<file path="src/rtl/priority_encoder_8to3_pkg.sv">
// Shared constants, state type and helpers for the 8-to-3 priority encoder.
package priority_encoder_8to3_pkg;

    localparam int unsigned NUM_REQ = 8;
    localparam int unsigned IDX_W   = 3;

    // Capture modes for the EDGE parameter
    localparam bit EDGE_LEVEL = 1'b0;
    localparam bit EDGE_RISE  = 1'b1;

    typedef enum logic {
        IDLE    = 1'b0,
        PRESENT = 1'b1
    } state_t;

    // One-hot mask of a single index, used to clear an acknowledged bit
    function automatic logic [NUM_REQ-1:0] idx_to_onehot(input logic [IDX_W-1:0] i_idx);
        logic [NUM_REQ-1:0] v;
        v        = '0;
        v[i_idx] = 1'b1;
        return v;
    endfunction

endpackage

</file>
<file path="src/rtl/priority_encoder_8to3_if.sv">
// Request/handshake bundle between requesters/consumer and the encoder.
interface priority_encoder_8to3_if;
    import priority_encoder_8to3_pkg::*;

    logic [NUM_REQ-1:0] req;
    logic               e;
    logic               ack;
    logic [IDX_W-1:0]   idx;
    logic               valid;
    logic [NUM_REQ-1:0] pending;

    // master: drives requests, enable and acknowledge
    modport master (
        output req, e, ack,
        input  idx, valid, pending
    );

    // slave: the encoder itself
    modport slave (
        input  req, e, ack,
        output idx, valid, pending
    );

endinterface

</file>
<file path="src/rtl/priority_encoder_8to3_enc.sv">
// Combinational highest-set-bit encoder: bit 7 wins, o_any flags a non-zero input.
module prio_enc_8to3
    import priority_encoder_8to3_pkg::*;
(
    input  logic [NUM_REQ-1:0] i_vec,
    output logic [IDX_W-1:0]   o_idx,
    output logic               o_any
);

    // Ascending scan so the highest set bit is the last one written
    always_comb begin
        o_idx = '0;
        o_any = 1'b0;
        for (int unsigned i = 0; i < NUM_REQ; i++) begin
            if (i_vec[i]) begin
                o_idx = IDX_W'(i);
                o_any = 1'b1;
            end
        end
    end

endmodule

</file>
<file path="src/rtl/priority_encoder_8to3.sv">
// Registered 8-to-3 priority encoder with sticky request capture and valid/ack handshake.
module priority_encoder_8to3
    import priority_encoder_8to3_pkg::*;
#(
    parameter bit EDGE = EDGE_LEVEL
) (
    input  logic                   clk,
    input  logic                   rst,
    priority_encoder_8to3_if.slave bus
);

    logic [NUM_REQ-1:0] r_req_q;
    logic [NUM_REQ-1:0] r_pending;
    logic [IDX_W-1:0]   r_idx;
    logic               r_valid;
    state_t             r_state;

    logic [NUM_REQ-1:0] w_set_vec;
    logic [NUM_REQ-1:0] w_clr_vec;
    logic [IDX_W-1:0]   w_enc_idx;
    logic               w_enc_any;

    // Selection looks only at the registered pending value
    prio_enc_8to3 u_enc (
        .i_vec (r_pending),
        .o_idx (w_enc_idx),
        .o_any (w_enc_any)
    );

    // Set vector from the capture mode; clear vector from an ack while presenting
    always_comb begin
        w_set_vec = (EDGE == EDGE_RISE) ? (bus.req & ~r_req_q) : bus.req;
        w_clr_vec = '0;
        if (r_state == PRESENT && bus.ack) begin
            w_clr_vec = idx_to_onehot(r_idx);
        end
    end

    // Capture runs every cycle; OR-ing set after the clear makes set win on the same bit
    always_ff @(posedge clk or posedge rst) begin
        if (rst) begin
            r_req_q   <= '0;
            r_pending <= '0;
        end else begin
            r_req_q   <= bus.req;
            r_pending <= (r_pending & ~w_clr_vec) | w_set_vec;
        end
    end

    // Handshake FSM with registered idx/valid; idx frozen while presenting
    always_ff @(posedge clk or posedge rst) begin
        if (rst) begin
            r_state <= IDLE;
            r_idx   <= '0;
            r_valid <= 1'b0;
        end else begin
            case (r_state)
                IDLE: begin
                    if (bus.e && w_enc_any) begin
                        r_idx   <= w_enc_idx;
                        r_valid <= 1'b1;
                        r_state <= PRESENT;
                    end
                end
                PRESENT: begin
                    if (bus.ack) begin
                        r_valid <= 1'b0;
                        r_state <= IDLE;
                    end
                end
                default: begin
                    r_valid <= 1'b0;
                    r_state <= IDLE;
                end
            endcase
        end
    end

    assign bus.idx     = r_idx;
    assign bus.valid   = r_valid;
    assign bus.pending = r_pending;

endmodule

</file>
<file path="src/flat_wrapper.sv">
// flat-port wrapper written by rule: the top's interface ports become plain ports
module priority_encoder_8to3_flat import priority_encoder_8to3_pkg::*;
#(
    parameter bit EDGE = EDGE_LEVEL
)
  (clk, rst, bus_req, bus_e, bus_ack, bus_idx, bus_valid, bus_pending);
  priority_encoder_8to3_if bus_i ();
  input  logic clk;
  input  logic rst;
  input wire logic [$bits(bus_i.req)-1:0] bus_req;
  input wire logic [$bits(bus_i.e)-1:0] bus_e;
  input wire logic [$bits(bus_i.ack)-1:0] bus_ack;
  output wire logic [$bits(bus_i.idx)-1:0] bus_idx;
  output wire logic [$bits(bus_i.valid)-1:0] bus_valid;
  output wire logic [$bits(bus_i.pending)-1:0] bus_pending;
  assign bus_i.req = bus_req;
  assign bus_i.e = bus_e;
  assign bus_i.ack = bus_ack;
  assign bus_idx = bus_i.idx;
  assign bus_valid = bus_i.valid;
  assign bus_pending = bus_i.pending;
  priority_encoder_8to3 #(.EDGE(EDGE)) u_core (.clk(clk), .rst(rst), .bus(bus_i));
endmodule
</file>
<file path="config.mk">
export PLATFORM = sky130hd
export DESIGN_NAME = priority_encoder_8to3_flat
export DESIGN_NICKNAME = d
export VERILOG_FILES = /design/src/rtl/priority_encoder_8to3_pkg.sv /design/src/rtl/priority_encoder_8to3_if.sv /design/src/rtl/priority_encoder_8to3_enc.sv /design/src/rtl/priority_encoder_8to3.sv /design/src/flat_wrapper.sv
export SDC_FILE = /design/constraint.sdc
export NUM_CORES = 1
export LEC_CHECK = 0
export BUFFER_PORTS_ARGS = -buffer_cell sky130_fd_sc_hd__buf_4
export CAP_MARGIN = 20
export CORE_ASPECT_RATIO = 0.8
export CORE_MARGIN = 5
export CORE_UTILIZATION = 35
export DETAILED_ROUTE_END_ITERATION = 10
export SLEW_MARGIN = 20
export SYNTH_ARGS = -nofsm -noshare
export SYNTH_HDL_FRONTEND = slang
export SYNTH_SLANG_ARGS = --single-unit
</file>
<file path="constraint.sdc">
create_clock -name clk -period 3.3 [get_ports clk]
set_input_delay 0.495 -clock clk [delete_from_list [all_inputs] [get_ports clk]]
set_output_delay 0.495 -clock clk [all_outputs]
set_load 0.05 [all_outputs]
</file>
Word-level counts from Yosys, hierarchy flattened --
Cells that the tools add are included.
Word-level totals: bits in registers 13, bits in latches 0, bits in writable memories 0, bits in read-only memories 0, input bits 12, output and inout port bits 12, word-level logic and storage cells 41, memories kept 0
Operators by class: add/sub/neg operators 0, multipliers 0, div/mod/pow operators 0, $lt $le $gt $ge 2, eq/ne operators 2, shift-type cells 0, muxes and demuxes 24, bitwise operators 4, reduce and logical (&&, ||, !) cells 5
Operators with widths (count):
- two-way mux 3 bit | 6
- two-way mux 1 bit | 14
- AND 8 bit | 1
- two-way mux 8 bit | 1
- inverter 8 bit | 1
- OR 8 bit | 1
- less-than comparator 3 x 4 -> 1 bit, second input constant | 1
- case mux 1 bit (2 select lines) | 2
- AND reduction 2 bit | 2
- demux 1 bit (select 3 bit) | 1
- greater-or-equal comparator 3 x 1 -> 1 bit, second input constant | 1
- logical AND 1 bit | 3
- != test 2 x 1 -> 1 bit, second input constant | 1
- != test 2 bit, second input constant | 1
- inverter 1 bit | 1

Depth between registers and ports, before layout --
Gate-level depths: netlist of the first run.
depth after elaboration 11, gate-level depth with buffers 4, mapped depth without buffers 4

Cells and area by module --
A second synthesis of the first run with hierarchy kept.
Unflattened totals: cell total of the unflattened synthesis 63, area, all modules 628.1 um2
By module, submodules not included:
- priority_encoder_8to3 | times used 1, cells an instance 51, area each 570.5 um2, sequential area each 325.3 um2
- prio_enc_8to3 | times used 1, cells an instance 12, area each 57.6 um2, sequential area each 0.0 um2

Least setup slack after synthesis of the first run --
Ideal clock, no wire load.
kind register to register, from reg u_core.r_idx[0] (netlist: u_core.bus.idx[0]), to reg u_core.r_pending[5] (netlist: u_core.bus.pending[5]), library setup time 118 ps, arrival 1377 ps, required time 3182 ps, path slack 1805 ps, stages on the path, launching flop included 4, path buffers 0, period minus slack after synthesis 1495 ps, cells stage by stage dfrtp_1 nand3_2 or3b_1 a21o_1
On the way: cells in the longest elaborated chain, start to end 8, elaborated cells on any way between the ends 9, classes of those cells 2 x order compare; 3 x mux; 3 x bitwise; 1 x reduce/logical
Ends and longest elaborated chain:
- start, declared | line priority_encoder_8to3.sv:14 | logic [IDX_W-1:0] r_idx;
- start signal, assigned | line priority_encoder_8to3.sv:60 | r_idx <= w_enc_idx;
- less-than comparator 3 x 4 -> 1 bit (implied by the code) or greater-or-equal comparator 3 x 1 -> 1 bit (tied branches) | line priority_encoder_8to3_pkg.sv:20 | v[i_idx] = 1'b1;
- logical AND 1 bit (implied by the code) | line priority_encoder_8to3_pkg.sv:20
- two-way mux 1 bit (implied by the code) | line priority_encoder_8to3_pkg.sv:20
- demux 1 bit (select 3 bit) *
- two-way mux 8 bit * | line priority_encoder_8to3.sv:34 | if (r_state == PRESENT && bus.ack) begin
- inverter 8 bit * | line priority_encoder_8to3.sv:46 | r_pending <= (r_pending & ~w_clr_vec) | w_set_vec;
- AND 8 bit * | line priority_encoder_8to3.sv:46
- OR 8 bit * | line priority_encoder_8to3.sv:46
- end signal, assigned | line priority_encoder_8to3.sv:46
- end, declared | line priority_encoder_8to3.sv:13 | logic [NUM_REQ-1:0] r_pending;
Mark *: on every way between the ends. The rest lies on a longest branch, timed or not. A chain may end at the register's enable or synchronous reset.

Worst setup path after layout of the first run --
from reg u_core.r_idx[1] (netlist: u_core.bus.idx[1]), to out bus_idx[1]
RTL lines:
- end, declared | line flat_wrapper.sv:13 | output wire logic [$bits(bus_i.idx)-1:0] bus_idx;
No word-level cell between the ends.

==> results of run 1 <==
power groups by stage:
| stage | Sequential [mW] | Clock (mW) | Combinational, mW |
|---|---|---|---|
| after global placement | 0.194 | 0 | 0.0941 |
| after floorplan | 0.225 | 0 | 0.0251 |
| after detailed placement | 0.195 | 0 | 0.0942 |
| after global routing | 0.194 | 0.112 | 0.0988 |
| after CTS | 0.192 | 0.104 | 0.0947 |
| final | 0.192 | 0.0983 | 0.0935 |
kinds of logic (layout without fill, tap and decap cells):
logic type / Yosys count / in the layout / share of synthesized area [%]
compound gates: 18 / 18 / 20.37
buf+inv: 4 / 31 / 2.468
flops: 13 / 13 / 53.50
simple gates: 19 / 19 / 23.66
worst max-delay path by stage:
stage                                             start                         endpoint  cells past startpoint
after floorplan           u_core.bus.idx[0]$_DFFE_PP0P_  u_core.bus.pending[5]$_DFF_PP0_                      3
after global placement                          bus_ack  u_core.bus.pending[5]$_DFF_PP0_                      4
after detailed placement                        bus_ack  u_core.bus.pending[5]$_DFF_PP0_                      4
after CTS                 u_core.bus.idx[2]$_DFFE_PP0P_                       bus_idx[2]                      1
after global routing      u_core.bus.idx[2]$_DFFE_PP0P_                       bus_idx[2]                      1
final                     u_core.bus.idx[1]$_DFFE_PP0P_                       bus_idx[1]                      1
cell usage after synthesis, types with 2 or more instances:
master,n,area (um2)
dfrtp_1,13,325.3
a21o_1,6,45.04
inv_1,4,15.01
nand2b_1,4,25.02
a21oi_1,3,15.01
nor2_1,3,11.26
nor3_1,3,15.01
o21ai_0,3,15.01
nand2_1,2,7.510
nand3b_1,2,15.01
nor4_4,2,42.54
or3b_1,2,17.52
metrics by stage:
stage	util, %	hold WS (ns)	instance area (um2)	std cells
detailed placement	49.20	0.4830	808.3	99
global placement	49.20	0.4974	808.3	99
finish	50.80	0.2406	834.6	103
CTS	50.80	0.2577	834.6	103
floorplan	-	0.3720	608.1	54
global route	50.80	0.2687	834.6	103
final cells by class:
cell class	instances	share of cell area, %
Clock buffer	4	3.148
Tap cell	22	3.298
Sequential cell	13	38.98
Multi-Input combinational cell	37	32.08
Timing Repair Buffer	23	20.69
Inverter	4	1.799
worst reg2reg max path, cell delays in order (launching register included):
cell and delay [ns]:
dfrtp_1 0.49, nand3_2 0.16, or3b_1 0.39, a21o_1 0.17
flip-flops by register name, indices dropped and copies added, names as in the netlist:
register and flops:
u_core.bus.pending 8, u_core.bus.idx 3, u_core.bus.valid 1, u_core.r_state 1
cell usage in the layout, fill, tap and decap left out, types with 2 or more instances in the layout:
master / n
nor4_4: 2
o21ai_0: 3
nand3b_1: 2
nor2_1: 3
nand2b_1: 4
buf_4: 23
a21o_1: 6
clkbuf_4: 3
nand2_1: 2
or3b_1: 2
nor3_1: 3
a21oi_1: 3
dfrtp_1: 13
inv_1: 4
per-layer routing:
metal  track usage (%)  vias to the layer above  wire length [um]
li1                  -                      247                 -
met1             15.92                      232               720
met2             18.43                       25               614
met3             7.143                        0               138
met4             2.844                        0                 0
met5                 0                        -                 0
==> impl_metrics.tcl, run 1 <==
set metrics [dict create \
    status "complete, no violations" \
    cts_root_buf "clkbuf_4" \
    cts_buffers 3 \
    htreeDepth 1 \
    track_usage_pct 12.47 \
    pre_cts_slack_ns 1.905 \
    synth_fp_nets 66 \
    finalMaxSlewViolations 0 \
    p_comb_share_pct 24.4 \
    antenna_found_initial 0 \
    clockBufferDepth 2 \
    drcViolationCount 0 \
    min_period_ns 1.553 \
    skew_ns 0.005778 \
    dpl.hpwl_mm 1.078 \
    yosysUniqueCellTypes 19 \
    seq_power_share_pct 50.0 \
    rsz0062_at_grt "false" \
    r2r-start "u_core.bus.idx[0]$_DFFE_PP0P_" \
    cp_num_buf_inv 1 \
    yosysSeqAreaShare_pct 53.50 \
    cts.repair.resized 0 \
    crit_family "flip-flops" \
    diodes 0 \
    reg2reg_depth 3 \
    std_cell_rows 13 \
    tns_ns 0 \
    switching_share_pct 34.14 \
    first_pass_iters 4 \
    multiInputGateArea_um2 267.8 \
    regArea_um2 325.3 \
    p_leak_nw 0.3771 \
    die_area_um2 2676 \
    worstPathArrival_ns 1.06 \
    path_class "reg -> out" \
    avgSynthCellArea_um2 11.26 \
    die_h_um 47.28 \
    synth_edf_count 0 \
    grt_overflow_total 0 \
    start_kind "register" \
    drv_cap 0 \
    yosys_warnings 0 \
    worstMarginPinSlew_ns 0.5076 \
    netlist_instances 54 \
    fin_nets 94 \
    power.total_mw 0.3834 \
    core_um2 1643 \
    clk_pin_slew_ns 0.08 \
    cp_cell_sequence "buf_4" \
    cts_setup_buffers 0 \
    initial_utilization_pct 37.01 \
    grt_pass1_vias 537 \
    clockPowerShare_pct 25.6 \
    area_growth_pct 37.24 \
    tritoncts "built" \
    hold_path.class "in -> async" \
    final_layout_size_suffix_gt1_share_pct 37.04 \
    timing.fmax_mhz 643.9 \
    ys_seq_elements 13 \
    ant_nets 0 \
    critPathMaxFanout 9 \
    synth_top_flop_cell "dfrtp_1" \
    power_density_nw_per_um2 459.4 \
    r2r_slack_ns 1.98 \
    vias 504 \
    r2r-end "u_core.bus.pending[5]$_DFF_PP0_" \
    cpMaxStageDelayCell "dfrtp_1" \
    hold_buffers 0 \
    drt_wl_total_mm 1.473 \
    syn_area_um2 608.1 \
    hold_violations 0 \
    critPathRequiredTime_ns 2.80 \
    drt_iter0_drc 13 \
    ioPinCount 24 \
    cts_sinks 13 \
    grt_start_max_net_pins 14 \
    max-vdd-ir-drop_v 0.0002991 \
    p_switching_mw 0.1309 \
    fp.dieW_um 56.60 \
    fill_cells 171 \
    via_per_inst 4.893 \
    max_slew_margin_pct 66.12 \
    cpPeakStageDelay_ns 0.52 \
    end_kind "output pin" \
    io_buffers 23 \
    p_int_mw 0.2525 \
    wl_per_cell_um 14.30 \
    fin_ws_ns 1.747 \
    clk_latency_ns 0.28 \
    grt_pass1_wl_mm 2.408 \
    routabilityCongestion 0.7379 \
    finalSetupViolations 0 \
    timing.final.crit_share_pct 47.06 \
    synth-async-reset-ratio_pct 100.0 \
]
Note: power is estimated with default switching activity, not from simulation.
==> inputs of run 2 (changes only) <==
Clock period 3.3 ns to 1.51 ns, I/O delays scaled along.
==> impl_metrics.tcl, run 2 (synthesis results as in run 1) <==
set metrics [dict create \
    status "complete, no violations" \
    critPathRequiredTime_ns 1.69 \
    finalMaxSlewViolations 0 \
    initial_utilization_pct 37.01 \
    vias 513 \
    cts_sinks 13 \
    grt_start_max_net_pins 14 \
    wl_per_cell_um 14.62 \
    rsz0062_at_grt "false" \
    tritoncts "built" \
    via_per_inst 4.933 \
    pre_cts_slack_ns 0.2172 \
    routabilityCongestion 0.7262 \
    skew_ns 0.002958 \
    wl_met3_um 95 \
    final_layout_size_suffix_gt1_share_pct 36.59 \
    tns_ns 0 \
    stdcell_area_um2 844.6 \
    ioPinCount 24 \
    die_h_um 47.28 \
    fp.dieW_um 56.60 \
    worstMarginPinSlew_ns 0.5343 \
    end_kind "register" \
    grt_overflow_total 0 \
    hold_violations 0 \
    p_leak_nw 0.3813 \
    finalSetupViolations 0 \
    std_cell_rows 13 \
    core_um2 1643 \
    fin_ws_ns 0.2098 \
    grt_pass1_wl_mm 2.594 \
    clk_pin_slew_ns 0.08 \
    dpl.hpwl_mm 1.087 \
    fin_nets 95 \
    diodes 0 \
    worstPathArrival_ns 1.48 \
    track_usage_pct 13.69 \
    largest_reg_flops 8 \
    cts_buffers 3 \
    cts.repair.resized 0 \
    io_buffers 23 \
    first_pass_iters 2 \
    start_kind "register" \
    grt_pass1_vias 568 \
    drt_wl_total_mm 1.520 \
    drv_cap 0 \
    power_density_nw_per_um2 1005 \
    ant_nets 0 \
    final_cell_mix "buf_4, dfrtp_1, a21o_1" \
    die_area_um2 2676 \
    timing.final.crit_share_pct 86.11 \
    placed_area_um2 808.3 \
    path_class "reg -> reg" \
    area_growth_pct 38.89 \
    max_slew_margin_pct 64.34 \
    htreeDepth 1 \
    max-vdd-ir-drop_v 0.0004736 \
    min_period_ns 1.300 \
    fill_cells 168 \
    drcViolationCount 0 \
    final_common_cell "buf_4" \
    hold_path.class "in -> reg" \
    antenna_found_initial 0 \
    clockBufferDepth 2 \
    critPathMaxFanout 6 \
    clk_latency_ns 0.28 \
    wl_met2_um 666 \
    drt_iter0_drc 4 \
    cts_root_buf "clkbuf_4" \
    holdWs_ns 0.1172 \
    wl_met1_um 721 \
    timing.fmax_mhz 769.1 \
    top_layer "met4" \
]
[run 2: changes by cell type in the layout (fill, tap and decap cells not counted)]
| cell | change |
|---|---|
| dlygate4sd3_1 | +1 |
[run 2: area by class of cell]
cell class	instances	area (um2)	share of cell area, %
timing repair buffer	24	182.7	21.63
multi-input combinational	37	267.8	31.70
sequential	13	325.3	38.52
inverter	4	15.01	1.778
clock buffer	4	26.28	3.111
tap	22	27.53	3.259
[run 2: critical path: stages (launching register included)]
cell	delay [ns]
dfrtp_1	0.47
nand3_2	0.15
or3b_1	0.39
a21o_1	0.18
[run 2: repair_timing]
item                      CTS  global route
hold endpoints to repair   13             0
buffers inserted            0             0
hold buffers                1             0
[run 2: through the flow]
stage	std cells	utilization [%]	total power, mW
CTS	104	51.41	0.8626
global route	104	51.41	0.8992
floorplan	54	-	0.5473
detailed placement	99	49.20	0.6306
finish	104	51.41	0.8485
global placement	99	49.20	0.6300
[run 2: power by group]
group | total [mW] | switching (mW) | internal [mW]
Sequential | 0.417 | 0.0434 | 0.374
Clock | 0.224 | 0.121 | 0.103
Combinational | 0.207 | 0.130 | 0.0771
[run 2: metal layers]
| layer | vias to the layer above | global-route usage (%) |
|---|---|---|
| met3 | 5 | 5.495 |
| met5 | - | 0 |
| met2 | 17 | 21.43 |
| met1 | 241 | 16.14 |
| met4 | 0 | 8.531 |
| li1 | 250 | - |
[run 2: worst paths after layout]
check / cells past startpoint / end / from / slack [ns]
max in group asynchronous: 3 / u_core.bus.pending[7]$_DFF_PP0_ / rst / 0.63
worst max-delay path: 3 / u_core.bus.pending[5]$_DFF_PP0_ / u_core.bus.idx[0]$_DFFE_PP0P_ / 0.21
worst max register to register: 3 / u_core.bus.pending[5]$_DFF_PP0_ / u_core.bus.idx[0]$_DFFE_PP0P_ / 0.21
worst min-delay path: 2 / u_core.bus.pending[5]$_DFF_PP0_ / bus_req[5] / 0.12
min in group asynchronous: 3 / u_core.bus.idx[0]$_DFFE_PP0P_ / rst / 0.53
worst min register to register: 1 / u_core.bus.valid$_DFFE_PP0P_ / u_core.bus.valid$_DFFE_PP0P_ / 0.50
